<file path="config.mk">
export PLATFORM = sky130hd
export DESIGN_NAME = fruit_launcher
export DESIGN_NICKNAME = d
export VERILOG_FILES = /design/src/rtl/fruit_launcher.sv
export SDC_FILE = /design/constraint.sdc
export NUM_CORES = 1
export LEC_CHECK = 0
export ABC_AREA = 1
export CAP_MARGIN = 10
export CORE_ASPECT_RATIO = 1.4
export CORE_MARGIN = 5
export CORE_UTILIZATION = 40
export CTS_CLUSTER_SIZE = 8
export DETAILED_ROUTE_END_ITERATION = 6
export DONT_BUFFER_PORTS = 1
export GPL_TIMING_DRIVEN = 1
export PLACE_DENSITY = 0.66
export SLEW_MARGIN = 30
export SYNTH_ARGS = -nofsm -noshare
export SYNTH_HDL_FRONTEND = slang
export SYNTH_SLANG_ARGS = --single-unit
export TNS_END_PERCENT = 10
</file>
<file path="constraint.sdc">
create_clock -name vsync -period 3.91 [get_ports vsync]
set_clock_uncertainty 0.05 [all_clocks]
set_input_delay 0.391 -clock vsync [delete_from_list [all_inputs] [get_ports vsync]]
set_output_delay 0.391 -clock vsync [all_outputs]
set_load 0.02 [all_outputs]
</file>
<file path="src/rtl/fruit_launcher.sv">
// Per-launch parameter generator for coord_generator: an LFSR-randomised launch x, y velocity,
// direction and presence flag, regenerated after each new-launch pulse. Optional bomb output: FRUIT_LAUNCHER_BOMB_EN.
module fruit_launcher #(
    parameter logic [15:0] SEED       = 16'hACE1,
    parameter int unsigned X_MIN      = 256,
    parameter int unsigned X_MAX      = 767,
    parameter int unsigned X_MID      = 512,
    parameter int unsigned YVEL_BASE  = 14,
    parameter int unsigned ACT_THRESH = 12
) (
    input  logic       vsync,
    input  logic       rst_n,
    input  logic       rdy,
    input  logic       new_launch,
    input  logic [7:0] score,
    output logic [9:0] xcostart,
    output logic [4:0] yvel,
    output logic       backwards,
    output logic       active,
    output logic [7:0] launch_count
`ifdef FRUIT_LAUNCHER_BOMB_EN
    ,
    output logic       bomb
`endif
);

    localparam logic [15:0] SEED_INIT = (SEED == 16'h0000) ? 16'h0001 : SEED;
    localparam logic [15:0] TAPS      = 16'hB400;

    typedef enum logic [1:0] {
        IDLE,
        GEN,
        HOLD
    } state_t;

    state_t      state;
    state_t      state_next;
    logic [15:0] lfsr;
    logic [15:0] lfsr_next;
    logic        new_d;
    logic        new_rise;
    logic [1:0]  diff;
    logic [10:0] x_sum;
    logic [9:0]  x_gen;
    logic        backwards_gen;
    logic [5:0]  yvel_sum;
    logic [4:0]  yvel_gen;
    logic [4:0]  act_limit;
    logic        active_gen;

    assign new_rise  = new_launch & ~new_d;
    assign lfsr_next = lfsr[0] ? ((lfsr >> 1) ^ TAPS) : (lfsr >> 1);

    // Launch parameters are derived from the pre-advance LFSR value.
    always_comb begin
        diff          = (score[7:4] > 4'd3) ? 2'd3 : score[5:4];
        x_sum         = 11'(X_MIN) + {2'b00, lfsr[8:0]};
        x_gen         = (x_sum > 11'(X_MAX)) ? 10'(X_MAX) : x_sum[9:0];
        backwards_gen = (x_gen >= 10'(X_MID));
        yvel_sum      = 6'(YVEL_BASE) + {3'b000, lfsr[11:9]} + {4'b0000, diff};
        yvel_gen      = (yvel_sum > 6'd31) ? 5'd31 : yvel_sum[4:0];
        act_limit     = 5'(ACT_THRESH) + {3'b000, diff};
        active_gen    = ({1'b0, lfsr[15:12]} < act_limit);
    end

`ifdef FRUIT_LAUNCHER_BOMB_EN
    logic bomb_gen;
    assign bomb_gen = active_gen & (lfsr[3:0] == 4'h0) & (score >= 8'd16);
`else
    logic unused_score_low;
    assign unused_score_low = ^score[3:0];
`endif

    // Dropping rdy wins over everything else, including a pending new-launch edge.
    always_comb begin
        state_next = state;
        if (!rdy) begin
            state_next = IDLE;
        end else begin
            case (state)
                IDLE:    state_next = GEN;
                GEN:     state_next = HOLD;
                HOLD:    state_next = new_rise ? GEN : HOLD;
                default: state_next = IDLE;
            endcase
        end
    end

    always_ff @(posedge vsync) begin
        if (!rst_n) begin
            state <= IDLE;
            lfsr  <= SEED_INIT;
            new_d <= 1'b0;
        end else begin
            state <= state_next;
            lfsr  <= lfsr_next;
            new_d <= new_launch;
        end
    end

    // Outputs are idle defaults whenever not running; launch_count is kept across idle periods.
    always_ff @(posedge vsync) begin
        if (!rst_n) begin
            xcostart     <= 10'(X_MIN);
            yvel         <= 5'(YVEL_BASE);
            backwards    <= 1'b0;
            active       <= 1'b0;
            launch_count <= 8'd0;
`ifdef FRUIT_LAUNCHER_BOMB_EN
            bomb         <= 1'b0;
`endif
        end else if (!rdy || state == IDLE) begin
            xcostart     <= 10'(X_MIN);
            yvel         <= 5'(YVEL_BASE);
            backwards    <= 1'b0;
            active       <= 1'b0;
`ifdef FRUIT_LAUNCHER_BOMB_EN
            bomb         <= 1'b0;
`endif
        end else if (state == GEN) begin
            xcostart     <= x_gen;
            yvel         <= yvel_gen;
            backwards    <= backwards_gen;
            active       <= active_gen;
            launch_count <= launch_count + 8'd1;
`ifdef FRUIT_LAUNCHER_BOMB_EN
            bomb         <= bomb_gen;
`endif
        end
    end

endmodule

</file>
### Word level (Yosys, flattened, before mapping)

Cells that the tools add are included.

| cells by class | value |
|---|---|
| add/subtract/negate cells | 5 |
| magnitude comparators | 5 |
| eq/ne operators | 2 |
| muxes and demuxes | 6 |
| bitwise gates (word level) | 5 |
| reduce and logical (&&, ||, !) cells | 6 |

Operators by type and width:

| cell | number |
|---|---|
| two-way mux 16 bit | 1 |
| adder 9 x 9 -> 10 bit (first input constant) | 1 |
| greater-or-equal comparator 10 bit (second input constant) | 1 |
| greater-than comparator 10 bit (second input constant) | 1 |
| two-way mux 10 bit | 1 |
| adder 8 x 1 -> 8 bit (second input constant) | 1 |
| adder 5 x 2 -> 6 bit | 1 |
| greater-than comparator 6 x 5 -> 1 bit (second input constant) | 1 |
| one-hot mux 2 bit (3 select lines) | 1 |
| adder 4 x 2 -> 5 bit (first input constant) | 1 |
| adder 4 x 3 -> 5 bit (first input constant) | 1 |
| < comparator 4 x 5 -> 1 bit | 1 |
| two-way mux 5 bit | 1 |
| greater-than comparator 4 x 2 -> 1 bit (second input constant) | 1 |
| two-way mux 2 bit | 2 |
| NOT 3 -> 4 bit | 1 |
| AND reduction 2 bit | 2 |
| NOT 1 bit | 3 |
| equality test 2 x 1 -> 1 bit (second input constant) | 1 |
| equality test 2 bit (second input constant) | 1 |
| logical NOT 2 bit | 1 |
| OR reduction 2 bit | 1 |
| AND 1 bit | 1 |
| logical NOT 1 bit | 1 |
| logical OR 1 bit | 1 |

| word-level totals | value |
|---|---|
| bits in registers | 44 |
| output and inout port bits | 25 |
| word-level logic and storage cells | 37 |

### Longest topological paths before layout

| depth | value |
|---|---|
| depth in word-level cells | 5 |
| mapped depth | 10 |

### Least setup slack after synthesis

Ideal clock, no wire load.

| timing | value |
|---|---|
| kind | input port to flip-flop |
| from | input port score[6] |
| to | register yvel[3] |
| arrival | 1.566 ns |
| data required time | 3.744 ns |
| path slack | 2.177 ns |
| stages | 9 |
| buffers on the path | 0 |
| path through | inv_1 nand2_1 nor2_1 xor2_1 ha_1 inv_1 fa_1 o21ai_0 nand2_1 |

| on the way | value |
|---|---|
| longest elaborated chain between the ends | 5 |

Ends and longest elaborated chain:

| element | RTL line | text |
|---|---|---|
| start: declaration | 15 | `input logic [7:0] score,` |
| greater-than comparator 4 x 2 -> 1 bit (*) | 56 | `diff = (score[7:4] > 4'd3) ? 2'd3 : score[5:4];` |
| two-way mux 2 bit (*) | 56 |  |
| adder 5 x 2 -> 6 bit (*) | 60 | `yvel_sum = 6'(YVEL_BASE) + {3'b000, lfsr[11:9]} + {4'b0000, diff};` |
| greater-than comparator 6 x 5 -> 1 bit | 61 | `yvel_gen = (yvel_sum > 6'd31) ? 5'd31 : yvel_sum[4:0];` |
| two-way mux 5 bit (*) | 61 |  |
| end signal: assignment | 105 | `yvel <= 5'(YVEL_BASE);` |
| end signal: assignment | 114 | `yvel <= 5'(YVEL_BASE);` |
| end signal: assignment | 122 | `yvel <= yvel_gen;` |
| end: declaration | 17 | `output logic [4:0] yvel,` |

Mark *: on every way between the ends. The rest lies on a longest branch, timed or not.
A chain may end at the register's enable or synchronous reset.

### Worst setup path in the final report

| timing | value |
|---|---|
| from | register state[0] |
| to | register yvel[3] |

| on the way | value |
|---|---|
| longest elaborated chain between the ends | 3 |
| elaborated cells on any way between the ends | 4 |
| classes of those cells | 1 x eq/ne; 3 x reduce/logical |

Ends and longest elaborated chain:

| element | RTL line | text |
|---|---|---|
| start: declaration | 36 | `state_t state;` |
| start signal: assignment | 95 | `state <= state_next;` |
| logical NOT 2 bit | 112 | `end else if (!rdy \|\| state == IDLE) begin` |
| logical OR 1 bit | 112 |  |
| OR reduction 2 bit (no source line) | -- |  |

Several ways; a longest one is shown, not always the timed one.

==> results.toml <==
[grt]
grt_pass1_wl_mm = 5.44
grtUsageTotal_pct = 12.4
grt_pass1_vias = 1223
antenna_found_initial = 0
globalRouteOverflowTotal = 0
grt_max_degree = 20

[run]
cap_violations = 0

[clock_tree]
holdBufCountCts = 0
clockBufferDepth = 2
cts_max_level = 2
insertion_delay_ns = 0.29
ctsResizeCount = 0
clk_pin_slew_ns = 0.08
post_cts_buffers = 0
clock-root-buffer = "clkbuf_8"
cts_made_buffers = 5
cts_sinks = 44
cts_tree = "done"

[floorplanning]
start_util_pct = 40.9
design.die.area_um2 = 5680
num_rows = 28
ioPinCount = 37
fp.dieW_um = 65.2
core_area_um2 = 4170
chipHeight_um = 87.2

[detailed_routing]
drt_pass1_iterations = 4
met1_length_mm = 1.28
wl_met2_mm = 1.45
drt-initial-drc-count = 53
dr.max_layer_used = "met4"
dr_wl_met3_um = 232
wl_per_cell_um = 11.9
drc_errors = 0
num_vias = 1230
antenna_left = 0
drt_wl_total_mm = 3.03
vias_per_cell = 4.82

[cells_and_area]
nets = 227
final_util_pct = 43.5
area_delta_synth_final_pct = 6.53
fin_area_um2 = 1820
num_antenna_cells = 0
layout-drive-gt1-share_pct = 9.52

[hold_path]
holdPathStages = 1
hold_path_class = "in -> reg"
hold-path-endpoint = "lfsr[11]$_SDFF_PN1_"
hp-start = "rst_n"

[pwr]
ir_worst_vdd_uv = 236
p_leak_nw = 0.772
powerDensity_nw_per_um2 = 445

[setup_path]
cp_slowest_cell = "dfxtp_1"
crit_path_max_incr_delay_ns = 0.35
rr_endpoint = "yvel[3]$_SDFFE_PP1P_"
crit_buf_inv = 2
crit_family = "simple AND/OR/NAND/NOR gates"
rrSetupSlack_ns = 2.33
required_ns = 4.10
r2r-start = "state[0]$_SDFF_PN0_"
cp_max_fo = 19
path_class = "reg -> reg"
rr_worst_depth = 6
path_cells = "inv_2, nor2_4, inv_1, a21oi_1, o21ai_0, nand2_1"
end_kind = "flop"
arrival_ns = 1.77
crit_path_start_kind = "flop"

[synthesis]
synth_top_cell_area_share_pct = 51.7
synth_top_family_by_area = "simple AND/OR/NAND/NOR gates"
yosys-mux-area-fraction_pct = 0
ys_seq_area_share_pct = 51.7
synthAdderAreaFrac_pct = 4.85
synth_cell_types = 30
yosys_warnings = 0
netlist_area_um2 = 1700
synth-xor-area-share_pct = 1.03
yosys.area_share.simple_pct = 20.9
syn-num-nets = 225
synth_cells = 207
yosys.area.top_type = "dfxtp_1"
ys_ff_latch = 44
synth-compound-area-share_pct = 12.6
syn_avg_cell_area_um2 = 8.23
synthTopCellsByArea = "dfxtp_1, nand2_1, a21oi_1, inv_1, ha_1"

[sta]
finalCritPeriodShare_pct = 40.3
final-setup-viol-count = 0
finalCriticalPeriod_ns = 1.58
rsz0062_at_grt = "no"
max_freq_ghz = 0.634
relSlewSlack_pct = 69.1
setup_tns_ns = 0
drv_slew = 0
tightest_slew_ns = 0.462
holdWs_ns = 0.114
final_hold_viol_count = 0

[run_status]
outcome = "finished, final reports clean"

[placement]
io_buffers = 0
hpwl_mm = 2.20
gp_congestion = 0.730
post_dp_cell_area_um2 = 1720
## power breakdown
group | leakage (nW) | switching, W | internal, W
sequential | 0.360 | 0.0000110 | 0.000462
combinational | 0.368 | 0.0000290 | 0.0000161
clock | 0.0445 | 0.000147 | 0.000144
## cells by family (layout without fill, tap and decap cells)
| logic type | Yosys count | after routing |
|---|---|---|
| and+or+nand+nor | 81 | 81 |
| buffers and inverters | 35 | 38 |
| DFF | 44 | 44 |
| adders and majority gates | 6 | 6 |
| AOI/OAI and AO/OA | 39 | 39 |
| xor gates and xnor gates | 2 | 2 |
## routing by layer
| metal | vias to the layer above | GRT usage, % |
|---|---|---|
| met5 | - | 0 |
| li1 | 657 | - |
| met1 | 538 | 13.3 |
| met3 | 5 | 5.17 |
| met4 | 0 | 5.66 |
| met2 | 30 | 21.0 |
## layout make-up
class / instances / area, um^2
clock inverter: 1 / 7.51
clock buffer: 7 / 86.3
sequential: 44 / 881
tap: 45 / 56.3
fill: 406 / 2350
inverter: 30 / 113
multi-input combinational: 128 / 672
## worst max path at each step
stage                        startpoint                   end  depth (start not counted)
floorplan                      score[6]  yvel[3]$_SDFFE_PP1P_                          9
global placement               score[6]  yvel[3]$_SDFFE_PP1P_                          9
detailed placement             score[6]  yvel[3]$_SDFFE_PP1P_                          9
CTS                 state[0]$_SDFF_PN0_  yvel[2]$_SDFFE_PP1P_                          5
global route        state[0]$_SDFF_PN0_  yvel[2]$_SDFFE_PP1P_                          5
finish              state[0]$_SDFF_PN0_  yvel[3]$_SDFFE_PP1P_                          6
## cell usage after synthesis
cell	number
a21oi_2	1
ha_1	5
nand2_1	54
fa_1	1
clkinv_1	1
buf_6	2
buf_4	1
dfxtp_1	44
a21oi_1	23
a31oi_1	1
nor3_2	1
nor2_4	2
nor3_1	1
o32ai_1	1
xor2_1	1
nand4_1	1
xnor2_1	1
inv_2	3
inv_1	26
or2_2	3
nand3_1	5
nand3b_1	1
o21ai_0	10
nor2_1	11
buf_2	1
nand2_4	1
nand2_2	1
a21oi_4	1
clkbuf_1	1
o21ai_1	2
## stage by stage
step | setup slack (ns) | cells | power, W
after floorplan | 2.18 | 207 | 0.000524
after global placement | 2.07 | 247 | 0.000529
after detailed placement | 2.06 | 247 | 0.000530
after CTS | 2.28 | 255 | 0.000820
after global routing | 2.08 | 255 | 0.000850
final | 2.33 | 255 | 0.000808
## cells in the final DEF (no fill, tap or decap), types with 2 or more instances in the layout
cell      instances
a21oi_1          23
clkbuf_8          6
dfxtp_1          44
ha_1              5
inv_1            26
inv_2             3
nand2_1          54
nand3_1           5
nor2_1           11
nor2_4            2
o21ai_0          10
o21ai_1           2
or2_2             3
## worst reg2reg max path, stage by stage, from the launching register on
cell and delay [ns]:
dfxtp_1 0.35, inv_2 0.07, nor2_4 0.35, inv_1 0.35
a21oi_1 0.20, o21ai_0 0.10, nand2_1 0.07
## sequential cells by signal, summed over array words and instances, names as in the netlist
register / cells
launch_count: 8
xcostart: 10
backwards: 1
lfsr: 16
yvel: 5
state: 2
new_d: 1
active: 1
No activity file was read; power rests on OpenSTA's default activity.
==> patch, RTL diff (config.mk and constraints unchanged) <==
Encoding of `state_t`: now one-hot (3 bits for 3 states).
--- a/src/rtl/fruit_launcher.sv
+++ b/src/rtl/fruit_launcher.sv
@@ -27,10 +27,10 @@
     localparam logic [15:0] SEED_INIT = (SEED == 16'h0000) ? 16'h0001 : SEED;
     localparam logic [15:0] TAPS      = 16'hB400;
 
-    typedef enum logic [1:0] {
-        IDLE,
-        GEN,
-        HOLD
+    typedef enum logic [2:0] {
+        IDLE = 3'b001,
+        GEN  = 3'b010,
+        HOLD = 3'b100
     } state_t;
 
     state_t      state;
Formal check against the unedited RTL: same outputs for any inputs over 10 cycles, from zero or initial values and one cycle with rst_n low; not proved beyond that.
==> patch against the unedited design <==
Sequential cell count is 1 higher. Area after synthesis increased by 2.9%. Final area increased by 4.6%. Routed wire length is 6.9% higher. Global-route usage rose by 0.17 points. Setup slack better by 8.5 ps. First-iteration DRC count up 7.5%. Power grew 7.4%. Critical path type is now primary input to register. Largest power group unchanged.
==> patch: results (changes against the unedited design) <==
* GRT Overall Usage at 12.6% (was 12.4%)
* Final Net Count at 232 (was 227)
* Dpl hpwl at 2.38 mm (was 2.20 mm)
* Largest cells by area after synthesis: dfxtp_1, nand2_1, a21oi_1 (unchanged)
* Mean routed wirelength per cell at 11.8 um (was 11.9 um)
* Worst Setup SP: score[6] (was state[0])
* HP Start: rst_n (unchanged)
* Leakage power at 0.803 nW (was 0.772 nW)
* Commonest cells in the netlist: nand2_1, dfxtp_1, a21oi_1 (was nand2_1, dfxtp_1, inv_1)
* Total CTS buffers at 5 (unchanged)
* Status: completed (unchanged)
* YS warnings at 0 (unchanged)
* Max clock buf depth at 2 (unchanged)
* DR vias at 1,269 (was 1,230)
* Post-synthesis sequential area ratio at 51.4% (was 51.7%)
* Post-CTS resize count at 0 (unchanged)
* Largest stage delay, worst path at 380 ps (was 350 ps)
* Vias in the first global route at 1,207 (was 1,223)
* DRT iter0 DRCs at 57 (was 53)
* R2r startpoint: lfsr[10] (was state[0])
* Share of layout cells above drive strength 1 at 9.77% (was 9.52%)
* Final hold slack at 113 ps (was 114 ps)
* Worst vdd ir at 0.256 mV (was 0.236 mV)
* Port Buf Inserts at 0 (unchanged)
* Critical path data arrival time at 1690 ps (was 1770 ps)
* TritonRoute pass-1 iters at 4 (unchanged)
* Critical path endpoint: yvel[3] (unchanged)
* RR Endpoint: yvel[3] (unchanged)
* CP max-delay cell: fa_1 (was dfxtp_1)
* Adder-cell share of the synthesized area at 4.71% (was 4.85%)
* Unique cell type count in the Yosys netlist at 29 (was 30)
* Largest net degree at the start of global routing at 20 (unchanged)
* Xor/xnor cell area share of the yosys netlist at 2.00% (was 1.03%)
* Compound-cell area share of the yosys netlist at 10.8% (was 12.6%)
* Initial antenna violation count at 0 (unchanged)
* Setup slack, reg-to-reg at 2350 ps (was 2330 ps)
* CP delay by family, top: adder cells (was simple AND/OR/NAND/NOR gates)
* GP Congestion at 0.680 (was 0.730)
* Post-CTS Repair Setup Buffers at 0 (unchanged)
* First-pass GRT wire length at 5.45 mm (was 5.44 mm)
* Clock Latency Late Sink at 300 ps
* Worst slew margin at 74.2% (was 69.1%)
* Worst Path Max Fanout at 2 (was 19)
==> patch: cell types whose count changed in the layout (fill, tap and decap cells not counted), sizes merged, moves of 2 or more <==
cell,unedited run,this run
o21ai,12,10
xnor2,1,3
nand2,56,61
clkinv,1,4
inv,29,25
nor2,13,9
nand3,5,9
==> patch: final cells by class <==
cell class / instances / area (um^2)
well taps: 60 / 75.1
multi-input cells: 134 / 702
clock buffers: 6 / 72.6
clock inverters: 2 / 38.8
flip-flops and latches: 45 / 901
fillers: 435 / 2340
inverters: 28 / 110
==> patch: power breakdown <==
group          internal [W]  switching (W)  leakage [nW]  total (W)
logic             0.0000164      0.0000243         0.380  0.0000407
registers          0.000471      0.0000103         0.368   0.000482
clock network      0.000192       0.000154        0.0554   0.000345
==> patch: how the worst min path moves through the flow <==
stage,end,cells after the start
final,lfsr[11],1
after global routing,lfsr[11],1
after CTS,lfsr[11],1
after detailed placement,lfsr[11],2
after global placement,lfsr[11],2
after floorplan,lfsr[11],2
==> patch: cells by family (layout without fill, tap and decap cells) <==
group,after synthesis,after routing
and+or+nand+nor,87,87
DFF,45,45
AOI/OAI and AO/OA,37,37
buffers and inverters,33,36
adders and majority gates,6,6
xor gates and xnor gates,4,4
==> patch: routing by layer <==
layer	vias up	share of wire, %	global-route usage, %
met5	-	0	0
met3	6	8.9	6.10
met1	572	40	13.0
met4	0	2.3	6.10
li1	669	-	-
met2	22	49	21.2
==> patch: stage by stage <==
stage	power [W]	cells	setup slack, ps	cell area (um^2)
after floorplan	0.000528	212	2140	1750
after global placement	0.000532	267	2030	1790
after detailed placement	0.000534	267	2010	1790
after CTS	0.000882	275	2340	1900
after global routing	0.000908	275	2210	1900
final	0.000868	275	2340	1900
